[config.mk]
export PLATFORM = sky130hd
export DESIGN_NAME = wbs_ctrl
export DESIGN_NICKNAME = d
export VERILOG_FILES = /design/src/rtl/wbs_ctrl.sv
export SDC_FILE = /design/constraint.sdc
export NUM_CORES = 1
export LEC_CHECK = 0
export ABC_CLOCK_PERIOD_IN_PS = 6100
export CAP_MARGIN = 20
export CORE_AREA = 8 8 377 379
export DETAILED_ROUTE_END_ITERATION = 8
export DIE_AREA = 0 0 385 387
export PLACE_DENSITY_LB_ADDON = 0.05
export SETUP_SLACK_MARGIN = 0.1
export SLEW_MARGIN = 20
export SYNTH_ARGS = -nofsm -noshare
export SYNTH_HDL_FRONTEND = slang
export SYNTH_SLANG_ARGS = --single-unit
[constraint.sdc]
create_clock -name wb_clk_i -period 6.1 [get_ports wb_clk_i]
set_clock_uncertainty 0.15 [all_clocks]
set_input_delay 0.915 -clock wb_clk_i [delete_from_list [all_inputs] [get_ports wb_clk_i]]
set_output_delay 0.915 -clock wb_clk_i [all_outputs]
set_load 0.01 [all_outputs]
[src/rtl/wbs_ctrl.sv]
// Wishbone slave bridge from the management bus to the ANN accelerator
// control registers and debug-access memory ports.
module wbs_ctrl #(
    parameter int DATA_WIDTH = 11,
    parameter int LEAF_SIZE  = 8,
    parameter int PATCH_SIZE = 5,
    parameter int ROW_SIZE   = 24,
    parameter int COL_SIZE   = 17,
    parameter int K          = 4,
    parameter int NUM_LEAVES = 64,
    localparam int PW = PATCH_SIZE * DATA_WIDTH,
    localparam int QW = $clog2(ROW_SIZE * COL_SIZE),
    localparam int LW = $clog2(NUM_LEAVES),
    localparam int BW = $clog2(LEAF_SIZE)
) (
    input  logic                 wb_clk_i,
    input  logic                 wb_rst_n,
    input  logic                 wbs_stb_i,
    input  logic                 wbs_cyc_i,
    input  logic                 wbs_we_i,
    input  logic [3:0]           wbs_sel_i,
    input  logic [31:0]          wbs_dat_i,
    input  logic [31:0]          wbs_adr_i,
    output logic                 wbs_ack_o,
    output logic [31:0]          wbs_dat_o,
    output logic                 wbs_mode,
    output logic                 wbs_debug,
    output logic                 wbs_qp_mem_csb0,
    output logic                 wbs_qp_mem_web0,
    output logic [QW-1:0]        wbs_qp_mem_addr0,
    output logic [PW-1:0]        wbs_qp_mem_wpatch0,
    input  logic [PW-1:0]        wbs_qp_mem_rpatch0,
    output logic [LEAF_SIZE-1:0] wbs_leaf_mem_csb0,
    output logic [LEAF_SIZE-1:0] wbs_leaf_mem_web0,
    output logic [LW-1:0]        wbs_leaf_mem_addr0,
    output logic [63:0]          wbs_leaf_mem_wleaf0,
    input  logic [63:0]          wbs_leaf_mem_rleaf0 [LEAF_SIZE],
    output logic                 wbs_node_mem_web,
    output logic [31:0]          wbs_node_mem_addr,
    output logic [31:0]          wbs_node_mem_wdata,
    input  logic [31:0]          wbs_node_mem_rdata,
    output logic                 wbs_best_arr_csb1,
    output logic [7:0]           wbs_best_arr_addr1,
    input  logic [63:0]          wbs_best_arr_rdata1
);

    typedef enum logic [1:0] {IDLE, MREQ, MWAIT, ACK} state_e;
    typedef enum logic [2:0] {
        R_REG, R_QP, R_LEAF, R_BEST, R_NODE, R_NONE
    } rgn_e;

    state_e state_q, state_d;
    rgn_e   rgn, rgn_q, rgn_d;
    logic   up, up_q, up_d;
    logic [BW-1:0] bank, bank_q, bank_d;

    logic        ack_q, ack_d, mode_q, mode_d, debug_q, debug_d;
    logic [31:0] dat_q, dat_d, hold_q, hold_d;
    logic        qcsb_q, qcsb_d, qweb_q, qweb_d;
    logic [QW-1:0] qaddr_q, qaddr_d;
    logic [PW-1:0] wpatch_q, wpatch_d;
    logic [LEAF_SIZE-1:0] lcsb_q, lcsb_d, lweb_q, lweb_d;
    logic [LW-1:0] laddr_q, laddr_d;
    logic [63:0] wleaf_q, wleaf_d;
    logic        nweb_q, nweb_d;
    logic [31:0] naddr_q, naddr_d, nwdata_q, nwdata_d;
    logic        bcsb_q, bcsb_d;
    logic [7:0]  baddr_q, baddr_d;

    logic [63:0] rd64;
    logic [31:0] rd_half, reg_rd;
    logic        unused_ok;

    assign unused_ok = (^wbs_sel_i) ^ (K == 0);

    assign up   = wbs_adr_i[2];
    assign bank = wbs_adr_i[3+:BW];

    always_comb begin
        unique case (wbs_adr_i[31:16])
            16'h3000: rgn = R_REG;
            16'h3001: rgn = R_QP;
            16'h3002: rgn = R_LEAF;
            16'h3003: rgn = R_BEST;
            16'h3004: rgn = R_NODE;
            default:  rgn = R_NONE;
        endcase
    end

    always_comb begin
        unique case (rgn_q)
            R_QP:    rd64 = {{(64-PW){1'b0}}, wbs_qp_mem_rpatch0};
            R_LEAF:  rd64 = wbs_leaf_mem_rleaf0[bank_q];
            R_BEST:  rd64 = wbs_best_arr_rdata1;
            R_NODE:  rd64 = {32'b0, wbs_node_mem_rdata};
            default: rd64 = '0;
        endcase
    end

    // Node reads are a single word, so adr[2] never selects a half there
    assign rd_half = (up_q && rgn_q != R_NODE) ? rd64[63:32] : rd64[31:0];

    always_comb begin
        if (wbs_adr_i == 32'h3000_0000)
            reg_rd = {31'b0, mode_q};
        else if (wbs_adr_i == 32'h3000_0004)
            reg_rd = {31'b0, debug_q};
        else
            reg_rd = '0;
    end

    always_comb begin
        state_d  = state_q;
        rgn_d    = rgn_q;
        up_d     = up_q;
        bank_d   = bank_q;
        ack_d    = 1'b0;
        dat_d    = dat_q;
        mode_d   = mode_q;
        debug_d  = debug_q;
        hold_d   = hold_q;
        qcsb_d   = 1'b1;
        qweb_d   = 1'b1;
        qaddr_d  = qaddr_q;
        wpatch_d = wpatch_q;
        lcsb_d   = '1;
        lweb_d   = '1;
        laddr_d  = laddr_q;
        wleaf_d  = wleaf_q;
        nweb_d   = 1'b0;
        naddr_d  = naddr_q;
        nwdata_d = nwdata_q;
        bcsb_d   = 1'b1;
        baddr_d  = baddr_q;
        unique case (state_q)
            IDLE: if (wbs_cyc_i && wbs_stb_i) begin
                rgn_d  = rgn;
                up_d   = up;
                bank_d = bank;
                if (!wbs_we_i) begin
                    state_d = MREQ;
                    unique case (rgn)
                        R_QP: begin
                            qcsb_d  = 1'b0;
                            qaddr_d = wbs_adr_i[3+:QW];
                        end
                        R_LEAF: begin
                            lcsb_d[bank] = 1'b0;
                            laddr_d      = wbs_adr_i[6+:LW];
                        end
                        R_BEST: begin
                            bcsb_d  = 1'b0;
                            baddr_d = wbs_adr_i[3+:8];
                        end
                        R_NODE: naddr_d = {16'b0, wbs_adr_i[15:0]};
                        R_REG: begin
                            state_d = ACK;
                            ack_d   = 1'b1;
                            dat_d   = reg_rd;
                        end
                        default: begin
                            state_d = ACK;
                            ack_d   = 1'b1;
                            dat_d   = '0;
                        end
                    endcase
                end else begin
                    state_d = ACK;
                    ack_d   = 1'b1;
                    unique case (rgn)
                        R_REG: begin
                            if (wbs_adr_i == 32'h3000_0000)
                                mode_d = wbs_dat_i[0];
                            else if (wbs_adr_i == 32'h3000_0004)
                                debug_d = wbs_dat_i[0];
                        end
                        R_QP: begin
                            if (!up) begin
                                hold_d = wbs_dat_i;
                            end else begin
                                qcsb_d   = 1'b0;
                                qweb_d   = 1'b0;
                                qaddr_d  = wbs_adr_i[3+:QW];
                                wpatch_d = {wbs_dat_i[PW-33:0], hold_q};
                            end
                        end
                        R_LEAF: begin
                            if (!up) begin
                                hold_d = wbs_dat_i;
                            end else begin
                                lcsb_d[bank] = 1'b0;
                                lweb_d[bank] = 1'b0;
                                laddr_d      = wbs_adr_i[6+:LW];
                                wleaf_d      = {wbs_dat_i, hold_q};
                            end
                        end
                        R_NODE: begin
                            nweb_d   = 1'b1;
                            naddr_d  = {16'b0, wbs_adr_i[15:0]};
                            nwdata_d = wbs_dat_i;
                        end
                        default: ;
                    endcase
                end
            end
            MREQ:  state_d = MWAIT;
            MWAIT: begin
                state_d = ACK;
                ack_d   = 1'b1;
                dat_d   = rd_half;
            end
            ACK:   state_d = IDLE;
            default: state_d = IDLE;
        endcase
    end

    always_ff @(posedge wb_clk_i or negedge wb_rst_n) begin
        if (!wb_rst_n) begin
            state_q  <= IDLE;
            rgn_q    <= R_NONE;
            up_q     <= 1'b0;
            bank_q   <= '0;
            ack_q    <= 1'b0;
            dat_q    <= '0;
            mode_q   <= 1'b0;
            debug_q  <= 1'b0;
            hold_q   <= '0;
            qcsb_q   <= 1'b1;
            qweb_q   <= 1'b1;
            qaddr_q  <= '0;
            wpatch_q <= '0;
            lcsb_q   <= '1;
            lweb_q   <= '1;
            laddr_q  <= '0;
            wleaf_q  <= '0;
            nweb_q   <= 1'b0;
            naddr_q  <= '0;
            nwdata_q <= '0;
            bcsb_q   <= 1'b1;
            baddr_q  <= '0;
        end else begin
            state_q  <= state_d;
            rgn_q    <= rgn_d;
            up_q     <= up_d;
            bank_q   <= bank_d;
            ack_q    <= ack_d;
            dat_q    <= dat_d;
            mode_q   <= mode_d;
            debug_q  <= debug_d;
            hold_q   <= hold_d;
            qcsb_q   <= qcsb_d;
            qweb_q   <= qweb_d;
            qaddr_q  <= qaddr_d;
            wpatch_q <= wpatch_d;
            lcsb_q   <= lcsb_d;
            lweb_q   <= lweb_d;
            laddr_q  <= laddr_d;
            wleaf_q  <= wleaf_d;
            nweb_q   <= nweb_d;
            naddr_q  <= naddr_d;
            nwdata_q <= nwdata_d;
            bcsb_q   <= bcsb_d;
            baddr_q  <= baddr_d;
        end
    end

    assign wbs_ack_o           = ack_q;
    assign wbs_dat_o           = dat_q;
    assign wbs_mode            = mode_q;
    assign wbs_debug           = debug_q;
    assign wbs_qp_mem_csb0     = qcsb_q;
    assign wbs_qp_mem_web0     = qweb_q;
    assign wbs_qp_mem_addr0    = qaddr_q;
    assign wbs_qp_mem_wpatch0  = wpatch_q;
    assign wbs_leaf_mem_csb0   = lcsb_q;
    assign wbs_leaf_mem_web0   = lweb_q;
    assign wbs_leaf_mem_addr0  = laddr_q;
    assign wbs_leaf_mem_wleaf0 = wleaf_q;
    assign wbs_node_mem_web    = nweb_q;
    assign wbs_node_mem_addr   = naddr_q;
    assign wbs_node_mem_wdata  = nwdata_q;
    assign wbs_best_arr_csb1   = bcsb_q;
    assign wbs_best_arr_addr1  = baddr_q;

endmodule

==> summary.md, run 1 <==
| Metric | Value |
|---|---|
| Final period utilization | 60.6% |
| Die height | 387 µm |
| Hold Buf Count CTS | 0 |
| Critical path, cell by cell | clkdlybuf4s50_1 > nor4_1 > nand3_1 > nor4_1 > or4b_2 > o311ai_0 |
| Layout cell share with drive strength beyond 1 | 23.2% |
| Top post-synthesis cells by area | dfrtp_1 (42%), mux4_2 (18%), mux2_2 (16%) |
| Clk slew on worst S/H paths | 50 ps |
| Status | completed |
| Worst R2R Path Depth | 8 |
| Number of cells on the critical path | 6 |
| Final #Nets | 2833 |
| CP startpoint kind | input pin |
| Worst-margin pin slew | 1360 ps |
| Crit path to | wbs_dat_o[0]$_DFFE_PN0P_ |
| Setup crit end kind | flop |
| Synth area leader | dfrtp_1 |
| First-pass DRT Iterations | 5 |
| Initial core utilization | 11.5% |
| WL/cell | 42.6 µm |
| DP HPWL | 144000 µm |
| CTS tree | done |
| Synthesis Warnings | 0 |
| Final Max Tran Viols | 0 |
| Multi-input logic area | 0.00796 mm² |
| Syn Inst Count | 1150 |
| Mapped Area | 0.0156 mm² |
| Commonest non-fill, non-tap cell in the layout | clkdlybuf4s50_1 |
| Power, Total | 8350 µW |
| Post-layout util | 21.3% |
| Most frequent cells in the layout | clkdlybuf4s50_1 (975), dfrtp_1 (263), mux2_2 (222) |
| Core area | 0.136 mm² |
| Flop-to-flop setup slack | 2710 ps |
| Peak VDD IR | 0.193 mV |
| TritonCTS sink count | 286 |
| Total CTS buffers | 43 |
| Setup TNS | 0 ps |
| Residual DRC count | 0 |
| Largest net degree at the start of global routing | 110 |
| Sequential share of the synthesized area | 46.0% |
| RSZ-0062 raised after global routing | false |
| Fmax | 270 MHz |
| # Post-CTS Setup Buffers | 0 |
| Worst Path Required | 6450 ps |
| Area growth, synth to finish | 86.2% |
| Reg2reg start | state_q[0]$_DFFE_PN0N_ |
| Rows | 136 |
| CTS H-tree lvls | 2 |
| Hold/Removal Path Class | in2async |
| Tmin final | 3700 ps |
| Die area | 0.149 mm² |
| Most frequent CP cell | nor4_1 |
| Unique cell type count in the Yosys netlist | 47 |
| Initial DRC count | 1024 |
| Max Root-Sink Buffers | 3 |
| Clock Root Buffer | clkbuf_16 |
| Total GRT Usage | 21.8% |
| Power Density | 287 mW/mm² |
| Max cap viols | 0 |
| Slew margin rel. | 9.55% |
| Total area of sequential cells | 0.00719 mm² |
| RePlAce Congestion | 0.969 |
| Clk_lat worst skew | 600 ps |
| Vias per cell | 4.09 |
| Fin. Hold Viols | 0 |
| Max incr delay on CP | 950 ps |
| Antenna-violating nets left | 0 |
| Syn Area/Cell | 13.6 µm² |
| Top Family by Delay on Critical Path | simple AND/OR/NAND/NOR gates |
| PortBufs | 976 |
| Worst path slowest cell | nor4_1 |
| Leakage | 0.0113 µW |
| Worst path bufs/invs | 1 |
| Chip Width | 385 µm |
| Num ports | 997 |
| Crit path DAT | 4050 ps |
| Crit Path Class | in2reg |
| Fill cell count | 14600 |
| Synth top area share | 42.5% |
| Final number of setup-violating endpoints | 0 |
| FF+latch count, synth | 286 |
| Critical Path Start | wbs_adr_i[9] |
| Gr ovfl total | 0 |
| RR Endpoint | wbs_dat_o[16]$_DFFE_PN0P_ |
| Via count | 16200 |
| Final WL | 168000 µm |
| Global-route wire length before repair | 209000 µm |
| Worst-path maximum fanout | 5 |
| Vias in the first global route | 16600 |
| Antenna violations before repair | 208 |
| Resized cells post-CTS | 0 |
layer usage:
metal  up-vias  track usage, %  wire, µm
met5         -               0       411
met4        62            3.67      4650
met3       433            7.45     15000
met2       982            41.3     88400
met1      8260            23.6     59900
li1       6418               -         -
cells in the mapped netlist, drive strengths merged:
cell     count
a2111oi      1
a211oi       1
a21oi       33
a221oi       1
a22oi       93
a32o        31
and2         2
and3         2
and3b        1
and4         2
and4bb       1
buf         61
clkbuf      59
conb         1
dfrtp      265
dfstp       21
ha           2
inv          6
mux2       224
mux2i        3
mux4       128
nand2       74
nand2b       5
nand3       53
nand4       28
nor2        11
nor2b        6
nor3         4
nor3b        3
nor4         6
nor4b        1
nor4bb       1
o211ai       1
o21ai        8
o22ai        1
o311ai       1
o31ai        1
or3          6
or4b         1
xor2         1
cell families after synthesis:
group                      Yosys count  share of synthesized area [%]
and+or+nand+nor                    207                           7.06
muxes                              355                           34.8
adders and majority gates            2                          0.160
DFF                                286                           46.0
buffers and inverters              126                           3.79
xor gates and xnor gates             1                         0.0561
other                                1                         0.0240
AOI/OAI and AO/OA                  172                           8.12
worst min path at each step:
stage          cells past startpoint                                  to                 startpoint
6_report                           1               hold_q[9]$_DFFE_PN0P_                   wb_rst_n
5_1_grt                            1               hold_q[9]$_DFFE_PN0P_                   wb_rst_n
4_1_cts                            1  wbs_qp_mem_wpatch0[45]$_DFFE_PN0P_                   wb_rst_n
3_5_place_dp                       1            wbs_dat_o[7]$_DFFE_PN0P_   wbs_dat_o[7]$_DFFE_PN0P_
3_3_place_gp                       1           wbs_dat_o[20]$_DFFE_PN0P_  wbs_dat_o[20]$_DFFE_PN0P_
2_1_floorplan                      2              state_q[0]$_DFFE_PN0N_     state_q[0]$_DFFE_PN0N_
area by class of cell:
cell class | count | share of cell area, %
repair buffers | 1005 | 34.6
inverters | 6 | 0.0774
well taps | 1794 | 7.72
clock inverters | 12 | 0.551
diodes | 31 | 0.267
multi-input cells | 753 | 27.4
clock buffers | 67 | 4.66
flip-flops and latches | 286 | 24.7
power breakdown:
part           total (µW)  internal [µW]  switching (µW)
sequential           2120           2000             117
clock                2660           1620            1040
combinational        3570           1590            1980
total                8350           5210            3140
state kept, by name (all words and copies together), names as in the netlist, 6 cells and up:
register	count
wbs_dat_o	32
wbs_node_mem_addr	16
hold_q	32
wbs_qp_mem_addr0	9
wbs_leaf_mem_web0	8
wbs_leaf_mem_addr0	6
wbs_leaf_mem_csb0	8
wbs_leaf_mem_wleaf0	64
wbs_best_arr_addr1	8
wbs_node_mem_wdata	32
wbs_qp_mem_wpatch0	55
stage by stage:
| step | area (µm²) | worst slack (ps) | hold WS, ps | std cells |
|---|---|---|---|---|
| 2_1_floorplan | 15700 | 3310 | 318 | 1165 |
| 3_3_place_gp | 27500 | 1800 | 330 | 3844 |
| 3_5_place_dp | 27500 | 1780 | 332 | 3844 |
| 4_1_cts | 29000 | 2450 | 149 | 3923 |
| 5_1_grt | 29000 | 2340 | 173 | 3929 |
| 6_report | 29100 | 2400 | 157 | 3954 |
(Power assumes the default switching activity.)
==> inputs of run 2 (changes only) <==
--- a/config.mk
+++ b/config.mk
@@ -5,11 +5,11 @@
 export SDC_FILE = /design/constraint.sdc
 export NUM_CORES = 1
 export LEC_CHECK = 0
-export ABC_CLOCK_PERIOD_IN_PS = 6100
+export ABC_CLOCK_PERIOD_IN_PS = 3540
 export CAP_MARGIN = 20
-export CORE_AREA = 8 8 377 379
+export CORE_AREA = 8 8 381 383
 export DETAILED_ROUTE_END_ITERATION = 8
-export DIE_AREA = 0 0 385 387
+export DIE_AREA = 0 0 389 391
 export PLACE_DENSITY_LB_ADDON = 0.05
 export SETUP_SLACK_MARGIN = 0.1
 export SLEW_MARGIN = 20
==> constraint.sdc (replaced) <==
create_clock -name wb_clk_i -period 3.54 [get_ports wb_clk_i]
set_clock_uncertainty 0.15 [all_clocks]
set_input_delay 0.531 -clock wb_clk_i [delete_from_list [all_inputs] [get_ports wb_clk_i]]
set_output_delay 0.531 -clock wb_clk_i [all_outputs]
set_load 0.01 [all_outputs]
==> run 2 against run 1 <==
- global-route usage down 1.1 points
- sequential share of layout area down 0.44 points
- largest power group unchanged
- via count up 0.50%
- worst setup slack worse by 1600 ps
- final cell count up 1.8%
- power up 76%
==> summary.md, run 2 (synthesis gave the netlist of run 1 again) <==
| Metric | Value |
|---|---|
| Most frequent CP cell | buf_12 |
| Global-route wire length before repair | 205000 µm (-2.1%) |
| TritonCTS sink count | 286 (unchanged) |
| Chip Width | 389 µm (+1.0%) |
| Largest net degree at the start of global routing | 79 (-28%) |
| Initial core utilization | 11.2% (-0.21 points) |
| RR Endpoint | wbs_dat_o[25]$_DFFE_PN0P_ |
| Finished Cell Area | 0.0296 mm² (+1.8%) |
| Total area of sequential cells | 0.00719 mm² (unchanged) |
| Vias in the first global route | 16800 (+1.6%) |
| Clk_lat worst skew | 600 ps (about the same) |
| Crit Path Class | reg2reg |
| Max reg flops | 64 (unchanged) |
| Final number of setup-violating endpoints | 0 (unchanged) |
| Top Family by Delay on Critical Path | buffers and inverters |
| Final WL | 164000 µm (-2.6%) |
| RSZ-0062 raised after global routing | false |
| Setup crit end kind | flop |
| Multi-input logic area | 0.00796 mm² (about the same) |
| Vias per cell | 4.03 (-1.3%) |
| Final Max Tran Viols | 0 (unchanged) |
| Worst path bufs/invs | 2 (+1) |
| Antenna-violating nets left | 0 (unchanged) |
| Die area | 0.152 mm² (+2.1%) |
| Reg2reg start | bank_q[0]$_DFFE_PN0P_ |
| Rows | 137 (+0.74%) |
| RePlAce Congestion | 1.07 (+10%) |
| Worst Path Required | 3860 ps (-2590 ps) |
| Slew margin rel. | 51.4% (+42 points) |
| Status | completed |
| Resized cells post-CTS | 0 (unchanged) |
| Worst-margin pin slew | 729 ps (-628 ps) |
| Num ports | 997 (unchanged) |
| Initial DRC count | 1098 (+7.2%) |
| Max incr delay on CP | 590 ps (-360 ps) |
| Flop-to-flop setup slack | 760 ps (-1950 ps) |
| Power Density | 497 mW/mm² (+73%) |
| Area growth, synth to finish | 89.6% |
| Commonest non-fill, non-tap cell in the layout | clkdlybuf4s50_1 |
| Hold path cells | 1 |
| Gr ovfl total | 0 (unchanged) |
| CTS H-tree lvls | 2 (unchanged) |
| Clk slew on worst S/H paths | 50 ps (about the same) |
| Total GRT Usage | 20.7% (-1.1 points) |
| PortBufs | 976 (unchanged) |
| CTS tree | done |
| Worst path slowest cell | dfrtp_4 |
| Most frequent cells in the layout | clkdlybuf4s50_1 (975), dfrtp_1 (263), mux2_2 (222) |
| Via count | 16200 (+0.50%) |
| DP Area | 0.0280 mm² (+1.9%) |
| Crit path DAT | 3090 ps (-960 ps) |
| Max cap viols | 0 (unchanged) |
| Antenna violations before repair | 166 (-20%) |
| Die height | 391 µm (+1.0%) |
| CP startpoint kind | flop |
| Hold/Removal Path Class | reg2reg |
| Worst R2R Path Depth | 6 (-2) |
| Hold Buf Count CTS | 1 (+1) |
| Fin. Hold Viols | 0 (unchanged) |
| Core area | 0.139 mm² (+1.9%) |
| Max Root-Sink Buffers | 3 (unchanged) |
| Critical path, cell by cell | buf_12 > buf_12 > mux4_2 > a22oi_1 > nand3_1 > a32o_1 |
| Hold Path Origin | wbs_dat_o[22]$_DFFE_PN0P_ |
| Setup TNS | 0 ps (unchanged) |
| Layout cell share with drive strength beyond 1 | 24.4% (+1.2 points) |
| Final period utilization | 78.5% |
| Peak VDD IR | 0.327 mV (+70%) |
| Fmax | 360 MHz |
| Clock Root Buffer | clkbuf_16 |
| DP HPWL | 139000 µm (-2.9%) |
| Final #Nets | 2882 (+1.7%) |
| WL/cell | 40.7 µm (-4.4%) |
| WHS Endpoint | wbs_dat_o[22]$_DFFE_PN0P_ |
| # Post-CTS Setup Buffers | 0 (unchanged) |
| Leakage | 0.0116 µW (+2.2%) |
| First-pass DRT Iterations | 6 (+1) |
| Power, Total | 14700 µW (+76%) |
| Worst-path maximum fanout | 42 (+37) |
| Total CTS buffers | 44 (+2.3%) |
| Tmin final | 2780 ps |
| Fill cell count | 15000 (+2.4%) |
| Residual DRC count | 0 (unchanged) |
## run 2: changes by cell type in the layout (fill, tap and decap cells not counted)
cell,before,now
clkbuf_16,43,44
and3b_2,1,0
diode_2,31,42
inv_6,1,0
clkbuf_8,19,12
clkbuf_1,5,13
clkinv_4,2,0
bufinv_16,2,3
and3b_4,0,1
dlygate4sd3_1,0,1
buf_12,6,19
clkinvlp_4,1,0
buf_4,23,57
## run 2: routing by layer
layer	share of wire [%]	vias to the layer above	track usage [%]
li1	-	6553	-
met1	36	8298	22.2
met2	51	994	38.1
met3	9.5	351	8.33
met4	3.1	40	4.62
met5	0.18	-	0
## run 2: worst register-to-register path: stages (launching register included)
cell	delay (ps)
dfrtp_4	590
buf_12	370
buf_12	280
mux4_2	540
a22oi_1	330
nand3_1	140
a32o_1	260
## run 2: metrics by stage
step | setup WS [ps] | util [%] | hold WS (ps) | std cells
global placement | 214 | 20.2 | 329 | 3904
CTS | 696 | 21.2 | 340 | 3983
floorplan | 1130 | - | 85.4 | 1165
global route | 606 | 21.3 | 347 | 3993
finish | 762 | 21.3 | 336 | 4025
detailed placement | 175 | 20.2 | 332 | 3904
## run 2: how the worst max path moves through the flow
stage                                      from                             endpoint  slack [ps]  cells past startpoint
final                     bank_q[0]$_DFFE_PN0P_            wbs_dat_o[25]$_DFFE_PN0P_         760                      6
after global placement             wbs_adr_i[9]             wbs_dat_o[0]$_DFFE_PN0P_         210                      7
after CTS                 bank_q[0]$_DFFE_PN0P_            wbs_dat_o[25]$_DFFE_PN0P_         700                      6
after detailed placement           wbs_adr_i[9]             wbs_dat_o[0]$_DFFE_PN0P_         170                      7
after floorplan                   wbs_adr_i[24]  wbs_leaf_mem_wleaf0[48]$_DFFE_PN0P_        1130                      7
after global routing      bank_q[0]$_DFFE_PN0P_            wbs_dat_o[25]$_DFFE_PN0P_         610                      6
## run 2: power by group
group	internal (µW)	switching, µW	total, µW
Combinational	3040	3480	6520
Sequential	3450	226	3670
Clock	2760	1770	4530
## run 2: cell type report
cell class | count | share of cell area [%]
antenna | 42 | 0.355
timing repair buffer | 1053 | 35.8
sequential | 286 | 24.3
tap | 1807 | 7.64
inverter | 6 | 0.0761
multi-input combinational | 753 | 26.9
clock inverter | 9 | 0.528
clock buffer | 69 | 4.44
==> inputs of run 3 (changes only) <==
--- a/config.mk
+++ b/config.mk
@@ -5,7 +5,7 @@
 export SDC_FILE = /design/constraint.sdc
 export NUM_CORES = 1
 export LEC_CHECK = 0
-export ABC_CLOCK_PERIOD_IN_PS = 3540
+export ABC_CLOCK_PERIOD_IN_PS = 2670
 export CAP_MARGIN = 20
 export CORE_AREA = 8 8 381 383
 export DETAILED_ROUTE_END_ITERATION = 8
==> constraint.sdc (replaced) <==
create_clock -name wb_clk_i -period 2.67 [get_ports wb_clk_i]
set_clock_uncertainty 0.15 [all_clocks]
set_input_delay 0.4005 -clock wb_clk_i [delete_from_list [all_inputs] [get_ports wb_clk_i]]
set_output_delay 0.4005 -clock wb_clk_i [all_outputs]
set_load 0.01 [all_outputs]
==> run 3 against run 2 <==
- clock power rose by 32%
- combinational power grew 43%
- first-iteration DRC count fell by 7.9%
- core utilization grew 0.63 points
- highest routed layer unchanged
- flip-flop and latch count unchanged
- worst setup slack worse by 600 ps
- clock-buffer cell count is 4 lower
- global-route usage shrank 0.27 points
- non-clock buffer count up 85
==> summary.md, run 3 (synthesis gave the netlist of run 1 again) <==
| Metric | Value |
|---|---|
| Residual DRC count | 0 (unchanged) |
| Pint | 12700 µW (+37%) |
| Total area of sequential cells | 0.00719 mm² (unchanged) |
| Largest net degree at the start of global routing | 58 (-27%) |
| WHS | 199 ps (-137 ps) |
| Area growth, synth to finish | 95.2% |
| Status | completed |
| WL/cell | 39.7 µm (-2.7%) |
| Leakage | 0.0121 µW (+4.3%) |
| Fill cell count | 15000 (+0.027%) |
| Core area | 0.139 mm² (unchanged) |
| Max reg flops | 64 (unchanged) |
| Final Max Tran Viols | 0 (unchanged) |
| Num ports | 997 (unchanged) |
| Switching Power | 7430 µW (+36%) |
| Worst-margin pin slew | 676 ps (-53.5 ps) |
| Pre-CTS worst setup slack | -619 ps (-794 ps) |
| CP startpoint kind | flop |
| Antenna violations before repair | 155 (-6.6%) |
| Clk_lat worst skew | 610 ps (about the same) |
| Chip Width | 389 µm (unchanged) |
| Gr ovfl total | 0 (unchanged) |
| Multi-input logic area | 0.00800 mm² (+0.42%) |
| Power Density | 660 mW/mm² (+33%) |
| Clk slew on worst S/H paths | 60 ps (about the same) |
| Vias per cell | 4.00 (-0.91%) |
| Total CTS buffers | 44 (unchanged) |
| Final number of setup-violating endpoints | 0 (unchanged) |
| Global-route wire length before repair | 203000 µm (-0.79%) |
| Worst Path Required | 3020 ps (-840 ps) |
| Final period utilization | 93.9% (+15 points) |
| Hold/Removal Path Class | in2async |
| Clk pwr share | 29.8% (-1.0 points) |
| DP Area | 0.0288 mm² (+2.9%) |
| Tmin final | 2510 ps (-271 ps) |
| Setup crit end kind | flop |
| Rows | 137 (unchanged) |
| Max incr delay on CP | 610 ps (+20 ps) |
| Finished Cell Area | 0.0305 mm² (+2.9%) |
| Max cap viols | 0 (unchanged) |
| Slew margin rel. | 55.0% (+3.6 points) |
| Commonest non-fill, non-tap cell in the layout | clkdlybuf4s50_1 |
| RePlAce Congestion | 1.06 (-1.4%) |
| Layout cell share with drive strength beyond 1 | 27.8% (+3.3 points) |
| Vias in the first global route | 17300 (+2.6%) |
| CTS tree | done |
| RSZ-0062 raised after global routing | true |
| Antenna-violating nets left | 0 (unchanged) |
| Sequential share of power | 23.7% (-1.2 points) |
| Clock Root Buffer | clkbuf_16 |
| Fin. Hold Viols | 0 (unchanged) |
| Sw Ratio | 36.9% (-0.25 points) |
| Crit Path Class | reg2reg |
| Combinational share of power | 46.4% (+2.1 points) |
| Peak VDD IR | 0.441 mV (+35%) |
| Critical path, cell by cell | nor2b_1 > and2_2 > buf_12 > a22oi_1 > nand4_1 > a32o_1 |
| Setup TNS | 0 ps (unchanged) |
| Worst-path maximum fanout | 17 (-60%) |
| Die height | 391 µm (unchanged) |
| Die area | 0.152 mm² (unchanged) |
| Max Root-Sink Buffers | 3 (unchanged) |
| Initial core utilization | 11.2% (unchanged) |
| Fmax | 399 MHz (+11%) |
| Final #Nets | 2967 (+2.9%) |
| First-pass DRT Iterations | 5 (-1) |
| TritonCTS sink count | 286 (unchanged) |
| Crit path DAT | 2860 ps (-230 ps) |
| Most frequent cells in the layout | clkdlybuf4s50_1 (975), dfrtp_1 (263), mux2_2 (222) |
| DP HPWL | 140000 µm (about the same) |
| Post-layout util | 22.0% (+0.63 points) |
| PortBufs | 976 (unchanged) |
| CTS H-tree lvls | 2 (unchanged) |
| Total GRT Usage | 20.4% (-0.27 points) |
| Worst path slowest cell | dfstp_2 |
| Final WL | 162000 µm (-1.0%) |
| Via count | 16400 (+0.74%) |
| Fin worst setup slack | 162 ps (-599 ps) |
| Initial DRC count | 1011 (-7.9%) |
-- run 3: cell types whose count changed in the layout (fill, tap and decap cells not counted), moves of 2 or more --
| cell | before | now |
|---|---|---|
| a22oi_1 | 93 | 90 |
| a22oi_2 | 0 | 3 |
| buf_12 | 19 | 36 |
| buf_4 | 57 | 123 |
| clkbuf_1 | 13 | 9 |
| clkbuf_16 | 44 | 46 |
| clkinv_2 | 4 | 8 |
| clkinvlp_4 | 0 | 4 |
| diode_2 | 42 | 21 |
-- run 3: final cells by class --
type,count,share of cell area [%]
timing repair buffer,1138,37.6
multi-input combinational,753,26.2
sequential,286,23.6
tap,1807,7.42
clock buffer,65,4.30
clock inverter,16,0.579
antenna,21,0.172
inverter,6,0.0739
-- run 3: path summary, 6_finish.rpt --
kind,start,end,slack [ps],depth (start not counted)
worst max-delay path,rgn_q[2]$_DFFE_PN1P_,wbs_dat_o[15]$_DFFE_PN0P_,160,6
worst min-delay path,wb_rst_n,wbs_leaf_mem_wleaf0[55]$_DFFE_PN0P_,200,2
worst max register to register,rgn_q[2]$_DFFE_PN1P_,wbs_dat_o[15]$_DFFE_PN0P_,160,6
worst min register to register,wbs_dat_o[11]$_DFFE_PN0P_,wbs_dat_o[11]$_DFFE_PN0P_,340,1
max in group asynchronous,wb_rst_n,wbs_best_arr_csb1$_DFF_PN1_,1380,3
min in group wb_clk_i,wbs_adr_i[0],wbs_node_mem_addr[0]$_DFFE_PN0P_,310,2
-- run 3: critical path: cells and delay by family (launching register included) --
kind,cells,cell delay [ps]
flops,1,610
compound gates,2,670
simple gates,3,760
buf+inv,1,170
-- run 3: power by group through the flow --
stage,clock network (µW),logic [µW],registers [µW]
finish,6000,9340,4780
global route,6460,9850,4810
CTS,6330,9550,4780
detailed placement,0,9500,4860
global placement,0,9510,4850
floorplan,0,3990,4810
-- run 3: metal layers --
metal | routed length, µm | GRT usage, % | share of wire [%] | vias up
li1 | - | - | - | 6676
met1 | 59400 | 22.2 | 37 | 8338
met2 | 82700 | 37.3 | 51 | 941
met3 | 14500 | 7.90 | 8.9 | 351
met4 | 5350 | 4.86 | 3.3 | 50
met5 | 347 | 0 | 0.21 | -
-- run 3: repair_timing --
item | CTS | global route
gates cloned | 0 | 2
setup buffers | 0 | 1
hold endpoints to repair | 54 | 0
endpoints found under the setup margin | 3 | 29
resized for setup | 3 | 7
hold buffers | 1 | 0
pin swaps | 0 | 1
-- run 3: metrics by stage --
step           power [µW]  std cells
3_5_place_dp        14400       3986
4_1_cts             20700       4068
5_1_grt             21100       4077
6_report            20100       4092
3_3_place_gp        14400       3986
2_1_floorplan        8800       1165
